===== src/rtl/id_pkg.sv =====
// Decode constants, ALU codes and the decode bundle for the ID stage.
package id_pkg;

  localparam logic [5:0] OP_SPECIAL = 6'h00;
  localparam logic [5:0] OP_ANDI    = 6'h0C;
  localparam logic [5:0] OP_ORI     = 6'h0D;
  localparam logic [5:0] OP_XORI    = 6'h0E;
  localparam logic [5:0] OP_LUI     = 6'h0F;
  localparam logic [5:0] OP_LW      = 6'h23;

  localparam logic [5:0] F_SLL = 6'h00;
  localparam logic [5:0] F_SRL = 6'h02;
  localparam logic [5:0] F_SRA = 6'h03;
  localparam logic [5:0] F_AND = 6'h24;
  localparam logic [5:0] F_OR  = 6'h25;
  localparam logic [5:0] F_XOR = 6'h26;
  localparam logic [5:0] F_NOR = 6'h27;

  localparam logic [7:0] ALU_NOP = 8'h00;
  localparam logic [7:0] ALU_AND = 8'h24;
  localparam logic [7:0] ALU_OR  = 8'h25;
  localparam logic [7:0] ALU_XOR = 8'h26;
  localparam logic [7:0] ALU_NOR = 8'h27;
  localparam logic [7:0] ALU_SLL = 8'h7C;
  localparam logic [7:0] ALU_SRL = 8'h02;
  localparam logic [7:0] ALU_SRA = 8'h03;
  localparam logic [7:0] ALU_LW  = 8'hE3;

  typedef enum logic [2:0] {
    SEL_NOP       = 3'b000,
    SEL_LOGIC     = 3'b001,
    SEL_SHIFT     = 3'b010,
    SEL_LOADSTORE = 3'b111
  } alusel_e;

  // imm1/imm2 are the operands used when the matching read port is disabled
  typedef struct packed {
    logic [7:0]  aluop;
    alusel_e     alusel;
    logic        re1;
    logic        re2;
    logic [4:0]  raddr1;
    logic [4:0]  raddr2;
    logic        wreg;
    logic [4:0]  waddr;
    logic [31:0] imm1;
    logic [31:0] imm2;
    logic        imm_sext;
    logic        illegal;
  } dec_t;

  function automatic dec_t decode(input logic [31:0] inst);
    dec_t d;
    d        = '0;
    d.raddr1 = inst[25:21];
    d.raddr2 = inst[20:16];
    case (inst[31:26])
      OP_SPECIAL: begin
        d.waddr = inst[15:11];
        d.wreg  = 1'b1;
        d.re2   = 1'b1;
        case (inst[5:0])
          F_AND: begin d.aluop = ALU_AND; d.alusel = SEL_LOGIC; d.re1 = 1'b1; end
          F_OR:  begin d.aluop = ALU_OR;  d.alusel = SEL_LOGIC; d.re1 = 1'b1; end
          F_XOR: begin d.aluop = ALU_XOR; d.alusel = SEL_LOGIC; d.re1 = 1'b1; end
          F_NOR: begin d.aluop = ALU_NOR; d.alusel = SEL_LOGIC; d.re1 = 1'b1; end
          F_SLL: begin d.aluop = ALU_SLL; d.alusel = SEL_SHIFT; d.imm1 = {27'b0, inst[10:6]}; end
          F_SRL: begin d.aluop = ALU_SRL; d.alusel = SEL_SHIFT; d.imm1 = {27'b0, inst[10:6]}; end
          F_SRA: begin d.aluop = ALU_SRA; d.alusel = SEL_SHIFT; d.imm1 = {27'b0, inst[10:6]}; end
          default: begin
            d.wreg = 1'b0; d.re2 = 1'b0; d.waddr = '0; d.illegal = 1'b1;
          end
        endcase
      end
      OP_ANDI, OP_ORI, OP_XORI: begin
        d.aluop  = (inst[31:26] == OP_ANDI) ? ALU_AND :
                   (inst[31:26] == OP_ORI)  ? ALU_OR  : ALU_XOR;
        d.alusel = SEL_LOGIC;
        d.re1    = 1'b1;
        d.imm2   = {16'b0, inst[15:0]};
        d.wreg   = 1'b1;
        d.waddr  = inst[20:16];
      end
      OP_LUI: begin
        d.aluop  = ALU_OR;
        d.alusel = SEL_LOGIC;
        d.imm2   = {inst[15:0], 16'b0};
        d.wreg   = 1'b1;
        d.waddr  = inst[20:16];
      end
      OP_LW: begin
        d.aluop    = ALU_LW;
        d.alusel   = SEL_LOADSTORE;
        d.re1      = 1'b1;
        d.imm2     = {{16{inst[15]}}, inst[15:0]};
        d.imm_sext = 1'b1;
        d.wreg     = 1'b1;
        d.waddr    = inst[20:16];
      end
      default: d.illegal = 1'b1;
    endcase
    if (d.waddr == '0) d.wreg = 1'b0;
    return d;
  endfunction

endpackage


===== src/rtl/id_fwd_mux.sv =====
// Per-operand bypass select: EX over MEM over regfile; register 0 reads zero.
module id_fwd_mux #(
  parameter int DW = 32,
  parameter int AW = 5
) (
  input  logic          re,
  input  logic [AW-1:0] raddr,
  input  logic [DW-1:0] rf_rdata,
  input  logic          ex_we,
  input  logic [AW-1:0] ex_waddr,
  input  logic [DW-1:0] ex_wdata,
  input  logic          mem_we,
  input  logic [AW-1:0] mem_waddr,
  input  logic [DW-1:0] mem_wdata,
  output logic [DW-1:0] rdata
);

  always_comb begin
    rdata = '0;
    if (re && raddr != '0) begin
      if (ex_we && ex_waddr == raddr)        rdata = ex_wdata;
      else if (mem_we && mem_waddr == raddr) rdata = mem_wdata;
      else                                   rdata = rf_rdata;
    end
  end

endmodule


===== src/rtl/id_stage_fwd.sv =====
// Decode stage with EX/MEM forwarding, load-use stall and registered EX handshake.
// Build option: ID_ILLEGAL_TRAP_EN adds illegal_o for unknown encodings.
module id_stage_fwd
  import id_pkg::*;
#(
  parameter int DW   = 32,
  parameter int AW   = 5,
  parameter int NREG = 32
) (
  input  logic          clk,
  input  logic          reset_n,
  input  logic          if_valid_i,
  output logic          if_ready_o,
  input  logic [31:0]   pc_i,
  input  logic [31:0]   inst_i,
  input  logic          flush_i,
  output logic [AW-1:0] rf_raddr1_o,
  output logic [AW-1:0] rf_raddr2_o,
  input  logic [DW-1:0] rf_rdata1_i,
  input  logic [DW-1:0] rf_rdata2_i,
  input  logic          ex_we,
  input  logic [AW-1:0] ex_waddr,
  input  logic [DW-1:0] ex_wdata,
  input  logic          ex_is_load,
  input  logic          mem_we,
  input  logic [AW-1:0] mem_waddr,
  input  logic [DW-1:0] mem_wdata,
  input  logic          ex_ready_i,
  output logic          id_valid_o,
  output logic [31:0]   pc_o,
  output logic [7:0]    aluop_o,
  output logic [2:0]    alusel_o,
  output logic [DW-1:0] reg1_data_o,
  output logic [DW-1:0] reg2_data_o,
  output logic          wreg_o,
  output logic [AW-1:0] waddr_o
`ifdef ID_ILLEGAL_TRAP_EN
  ,
  output logic          illegal_o
`endif
);

  localparam logic [AW:0] NREG_W = NREG[AW:0];

  dec_t                 dec;
  logic [1:0]           re_v;
  logic [1:0][AW-1:0]   ra_v;
  logic [1:0][DW-1:0]   rf_v, fwd_v;
  logic [DW-1:0]        op1, op2, imm1_x, imm2_x;
  logic                 hazard, accept;

  assign dec         = decode(inst_i);
  assign rf_raddr1_o = AW'(dec.raddr1);
  assign rf_raddr2_o = AW'(dec.raddr2);
  assign ra_v[0]     = rf_raddr1_o;
  assign ra_v[1]     = rf_raddr2_o;
  assign rf_v[0]     = rf_rdata1_i;
  assign rf_v[1]     = rf_rdata2_i;
  // addresses beyond the implemented register file read as zero
  assign re_v[0]     = dec.re1 & ({1'b0, ra_v[0]} < NREG_W);
  assign re_v[1]     = dec.re2 & ({1'b0, ra_v[1]} < NREG_W);

  for (genvar i = 0; i < 2; i++) begin : g_opnd
    id_fwd_mux #(.DW(DW), .AW(AW)) u_fwd (
      .re       (re_v[i]),
      .raddr    (ra_v[i]),
      .rf_rdata (rf_v[i]),
      .ex_we    (ex_we),
      .ex_waddr (ex_waddr),
      .ex_wdata (ex_wdata),
      .mem_we   (mem_we),
      .mem_waddr(mem_waddr),
      .mem_wdata(mem_wdata),
      .rdata    (fwd_v[i])
    );
  end

  assign imm1_x = DW'(dec.imm1);
  assign imm2_x = dec.imm_sext ? DW'($signed(dec.imm2)) : DW'(dec.imm2);
  assign op1    = dec.re1 ? fwd_v[0] : imm1_x;
  assign op2    = dec.re2 ? fwd_v[1] : imm2_x;

  // a load in EX has no data yet, so a dependent read must wait a cycle
  assign hazard = if_valid_i & ex_we & ex_is_load & (ex_waddr != '0) &
                  ((dec.re1 & (ex_waddr == rf_raddr1_o)) |
                   (dec.re2 & (ex_waddr == rf_raddr2_o)));

  assign if_ready_o = (~id_valid_o | ex_ready_i) & ~hazard;
  assign accept     = if_valid_i & if_ready_o & ~flush_i;

  always_ff @(posedge clk or negedge reset_n) begin
    if (!reset_n) begin
      id_valid_o  <= 1'b0;
      pc_o        <= '0;
      aluop_o     <= '0;
      alusel_o    <= '0;
      reg1_data_o <= '0;
      reg2_data_o <= '0;
      wreg_o      <= 1'b0;
      waddr_o     <= '0;
    end else begin
      if (flush_i)         id_valid_o <= 1'b0;
      else if (accept)     id_valid_o <= 1'b1;
      else if (ex_ready_i) id_valid_o <= 1'b0;
      if (accept) begin
        pc_o        <= pc_i;
        aluop_o     <= dec.aluop;
        alusel_o    <= dec.alusel;
        reg1_data_o <= op1;
        reg2_data_o <= op2;
        wreg_o      <= dec.wreg;
        waddr_o     <= AW'(dec.waddr);
      end
    end
  end

`ifdef ID_ILLEGAL_TRAP_EN
  always_ff @(posedge clk or negedge reset_n) begin
    if (!reset_n)    illegal_o <= 1'b0;
    else if (accept) illegal_o <= dec.illegal;
  end
`else
  logic unused_illegal;
  assign unused_illegal = dec.illegal;
`endif

endmodule


===== config.mk =====
export PLATFORM = sky130hd
export DESIGN_NAME = id_stage_fwd
export DESIGN_NICKNAME = d
export VERILOG_FILES = /design/src/rtl/id_pkg.sv /design/src/rtl/id_fwd_mux.sv /design/src/rtl/id_stage_fwd.sv
export SDC_FILE = /design/constraint.sdc
export NUM_CORES = 1
export LEC_CHECK = 0
export CORE_MARGIN = 2
export CORE_UTILIZATION = 42
export DETAILED_ROUTE_END_ITERATION = 16
export PLACE_DENSITY = 0.83
export SYNTH_ARGS = -nofsm -noshare
export SYNTH_HDL_FRONTEND = slang
export SYNTH_SLANG_ARGS = --single-unit

===== constraint.sdc =====
create_clock -name clk -period 3.7 [get_ports clk]
set_input_delay 0.74 -clock clk [delete_from_list [all_inputs] [get_ports clk]]
set_output_delay 0.74 -clock clk [all_outputs]
set_load 0.02 [all_outputs]

==> run_results.csv <==
group,metric,value,unit
yosys,async_flop_share,1.000,
global_route,grt_pass1_wl,42850,um
worst_setup_path,cp-end-kind,"output port",
cells_and_area,fin_nets,1277,
detailed_routing,drtAntennaViolNets,0,
power,power_switching,1.178,mW
detailed_routing,first_iter_violations,582,
yosys,syn_inst,750,
worst_setup_path,arrival,2.70,ns
yosys,synth_top_family_by_area,"compound AO/OA/AOI/OAI gates",
worst_setup_path,crit_type,"in -> out",
clock_tree,root_buffer,"clkbuf_16",
yosys,yosys-mux-area-fraction,0.1470,
timing,hold_viol_final,0,
timing,period_minus_slack,3.437,ns
placed_design,hpwl,20820,um
run_status,run_status,"finished, final reports clean",
yosys,synth_common_cells,"dfrtp_1, nand2_1, a21oi_1",
yosys,synth_edf_count,0,
yosys,syn_avg_cell_area,9.205,sq um
worst_setup_path,cp_slowest_stage_delay,0.56,ns
cells_and_area,drive_above_1_share,0.1306,
timing,clock_skew,0.006025,ns
floorplanning,dieArea,17480,sq um
worst_setup_path,path_cells,"clkdlybuf4s50_1 -> or4_1 -> buf_4 -> o211ai_2 -> a311oi_2 -> nor2b_1 -> dlygate4sd2_1",
worst_setup_path,cp_slowest_cell,"or4_1",
yosys,synth-compound-area-share,0.2126,
power,cellLeakagePower,4.588,nW
timing,slew_violations,0,
detailed_routing,viasPerCell,5.747,
run,drv_cap,0,
global_route,grt_use_total,0.3139,
global_route,antenna_found_initial,1,
yosys,synth_area_leader_cell,"dfrtp_1",
yosys,synthTopCellsByArea,"dfrtp_1, mux2_4, a21oi_1, mux2_2, nand2_1",
yosys,netlist_area,6904,sq um
clock_tree,clock_latency,0.36,ns
yosys,synth-xor-area-share,0.02537,
yosys,yosys_warnings,0,
clock_tree,htreeDepth,3,
yosys,synthDistinctLibCells,47,
timing,slew_headroom,0.2543,
cells_and_area,n_antenna_cell,0,
yosys,synthFlopType,"dfrtp_1",
power,p_seq_frac,0.397,
global_route,grt_pass1_vias,7516,
yosys,synth_nets,960,
worst_setup_path,start_kind,"primary input",
timing,timing.fmax,0.2909,GHz
clock_tree,cts_resized,1,
clock_tree,cts_tree,"built",
floorplanning,placementRows,46,
floorplanning,initial_utilization,0.4315,
floorplanning,core,16000,sq um
placed_design,place_inst,1272,
clock_tree,clk_path_buf_depth,2,
placed_design,dp_slack,-0.01652,ns
yosys,synth-simple-area-share,0.1432,
worst_setup_path,worst-path-buf-inv,3,
clock_tree,cts_hold_buffers,0,
detailed_routing,wl_per_cell,21.59,um
placed_design,io_buffers,334,
clock_tree,cts_made_buffers,9,
worst_setup_path,path_delay_family,"buffers and inverters",
global_route,grt_max_degree,65,
yosys,synth_top_area_frac,0.4059,
power,power.share.combinational,0.342,
timing,period_share,0.9290,
timing,timing.final.ws_setup,0.2625,ns
clock_tree,clkSlewWorstSetupHoldPaths,0.08,ns
detailed_routing,drc,0,
worst_setup_path,critPathMaxFanout,2,
floorplanning,ios,335,
detailed_routing,vias,7402,
global_route,overflow,0,
cells_and_area,area_delta_synth_final,57.07,%
cells_and_area,stdcell_count,1288,
clock_tree,cts_setup_buffers,0,
power,clkPwrFrac,0.261,
placed_design,gp_congestion,0.8944,
power,power.internal,2.511,mW
clock_tree,cts.sinks,112,
floorplanning,chipWidth,132.2,um
floorplanning,fp.dieH,132.2,um
timing,setup_viol,0,
worst_setup_path,required,2.96,ns
detailed_routing,drt-pass1-iter-count,6,
yosys,synthAdderAreaFrac,0,
hold_path,hold_class,"in -> async",
detailed_routing,wl,27810,um
yosys,synth-seq-area-share,0.4059,
timing,tightest_slew,1.118,ns
timing,rsz0062_at_grt,"no",
power,max-vdd-ir-drop,0.0002462,V
yosys,synth-seq-cells,112,
yosys,yosys.cell_count.top_type,"dfrtp_1",
power,power.density,340.2,nW/um^2
power,p_sw_frac,0.3193,
[logic make-up (layout without fill, tap and decap cells)]
logic type / Yosys count / count (layout)
buf+inv: 90 / 412
simple gates: 223 / 223
xor+xnor: 20 / 20
compound gates: 223 / 223
flops: 112 / 112
mux: 82 / 82
[state kept, by name (all words and copies together) (netlist names)]
| signal | count |
|---|---|
| wreg_o | 1 |
| id_valid_o | 1 |
| aluop_o | 7 |
| alusel_o | 2 |
| waddr_o | 5 |
| pc_o | 32 |
| reg1_data_o | 32 |
| reg2_data_o | 32 |
[area by class of cell]
cell class,count,area (sq um)
Clock buffer,10,229.0
Clock inverter,6,51.30
Fill cell,1329,5156
Inverter,18,67.56
Multi-Input combinational cell,548,3679
Sequential cell,112,2803
Tap cell,216,270.3
Timing Repair Buffer,378,3745
[worst paths after layout]
path	depth (start not counted)	from	end	slack [ns]
setup / recovery	7	ex_waddr[1]	if_ready_o	0.26
hold / removal	1	reset_n	pc_o[25]	0.43
setup reg to reg	6	id_valid_o	pc_o[29]	1.45
hold reg to reg	1	pc_o[25]	pc_o[25]	0.51
max in group asynchronous	2	reset_n	pc_o[22]	2.48
min in group clk	1	pc_o[25]	pc_o[25]	0.51
[per-stage QoR]
| stage | cell area (sq um) | util | hold WS [ns] | power [mW] | setup TNS [ns] |
|---|---|---|---|---|---|
| global placement | 10570 | 0.6603 | 0.4895 | 2.708 | 0 |
| floorplan | 6904 | - | 0.4444 | 2.004 | 0 |
| finish | 10840 | 0.6777 | 0.4330 | 3.689 | 0 |
| CTS | 10840 | 0.6777 | 0.4521 | 3.703 | 0 |
| global route | 10840 | 0.6777 | 0.4865 | 3.837 | 0 |
| detailed placement | 10570 | 0.6603 | 0.4964 | 2.741 | -0.01652 |
[metal layers]
metal	part of all wire	track usage	up-vias	wire (um)
li1	-	-	3329	-
met1	0.39	0.3837	3561	10850
met2	0.49	0.5347	442	13580
met3	0.087	0.07882	68	2407
met4	0.035	0.1201	2	964
met5	0.00036	0	-	10
[power groups by stage]
stage	Sequential (mW)	Combinational [mW]	Clock [mW]
2_1_floorplan	1.66	0.345	0
3_3_place_gp	1.48	1.23	0
3_5_place_dp	1.49	1.26	0
4_1_cts	1.46	1.26	0.979
5_1_grt	1.48	1.33	1.03
6_report	1.46	1.26	0.964
[cells in the final DEF, fill, tap and decap left out, types with 9 or more instances in the layout]
master           Yosys  routed
mux2i_1             17      17
mux2_4              30      30
o211ai_1            16      16
nand2_1             93      93
o21ai_0             20      20
a211o_1             18      18
inv_1               18      18
clkbuf_16            0       9
a21o_1              15      15
nor3_1              19      19
a21oi_1             84      83
nor2_1              74      74
buf_4               16      39
clkdlybuf4s50_1      0     332
dfrtp_1            112     112
xnor2_1             15      15
mux2_2              35      35
a31oi_1             25      25
a311oi_1            27      27
Power figures use the tool's default switching activity.
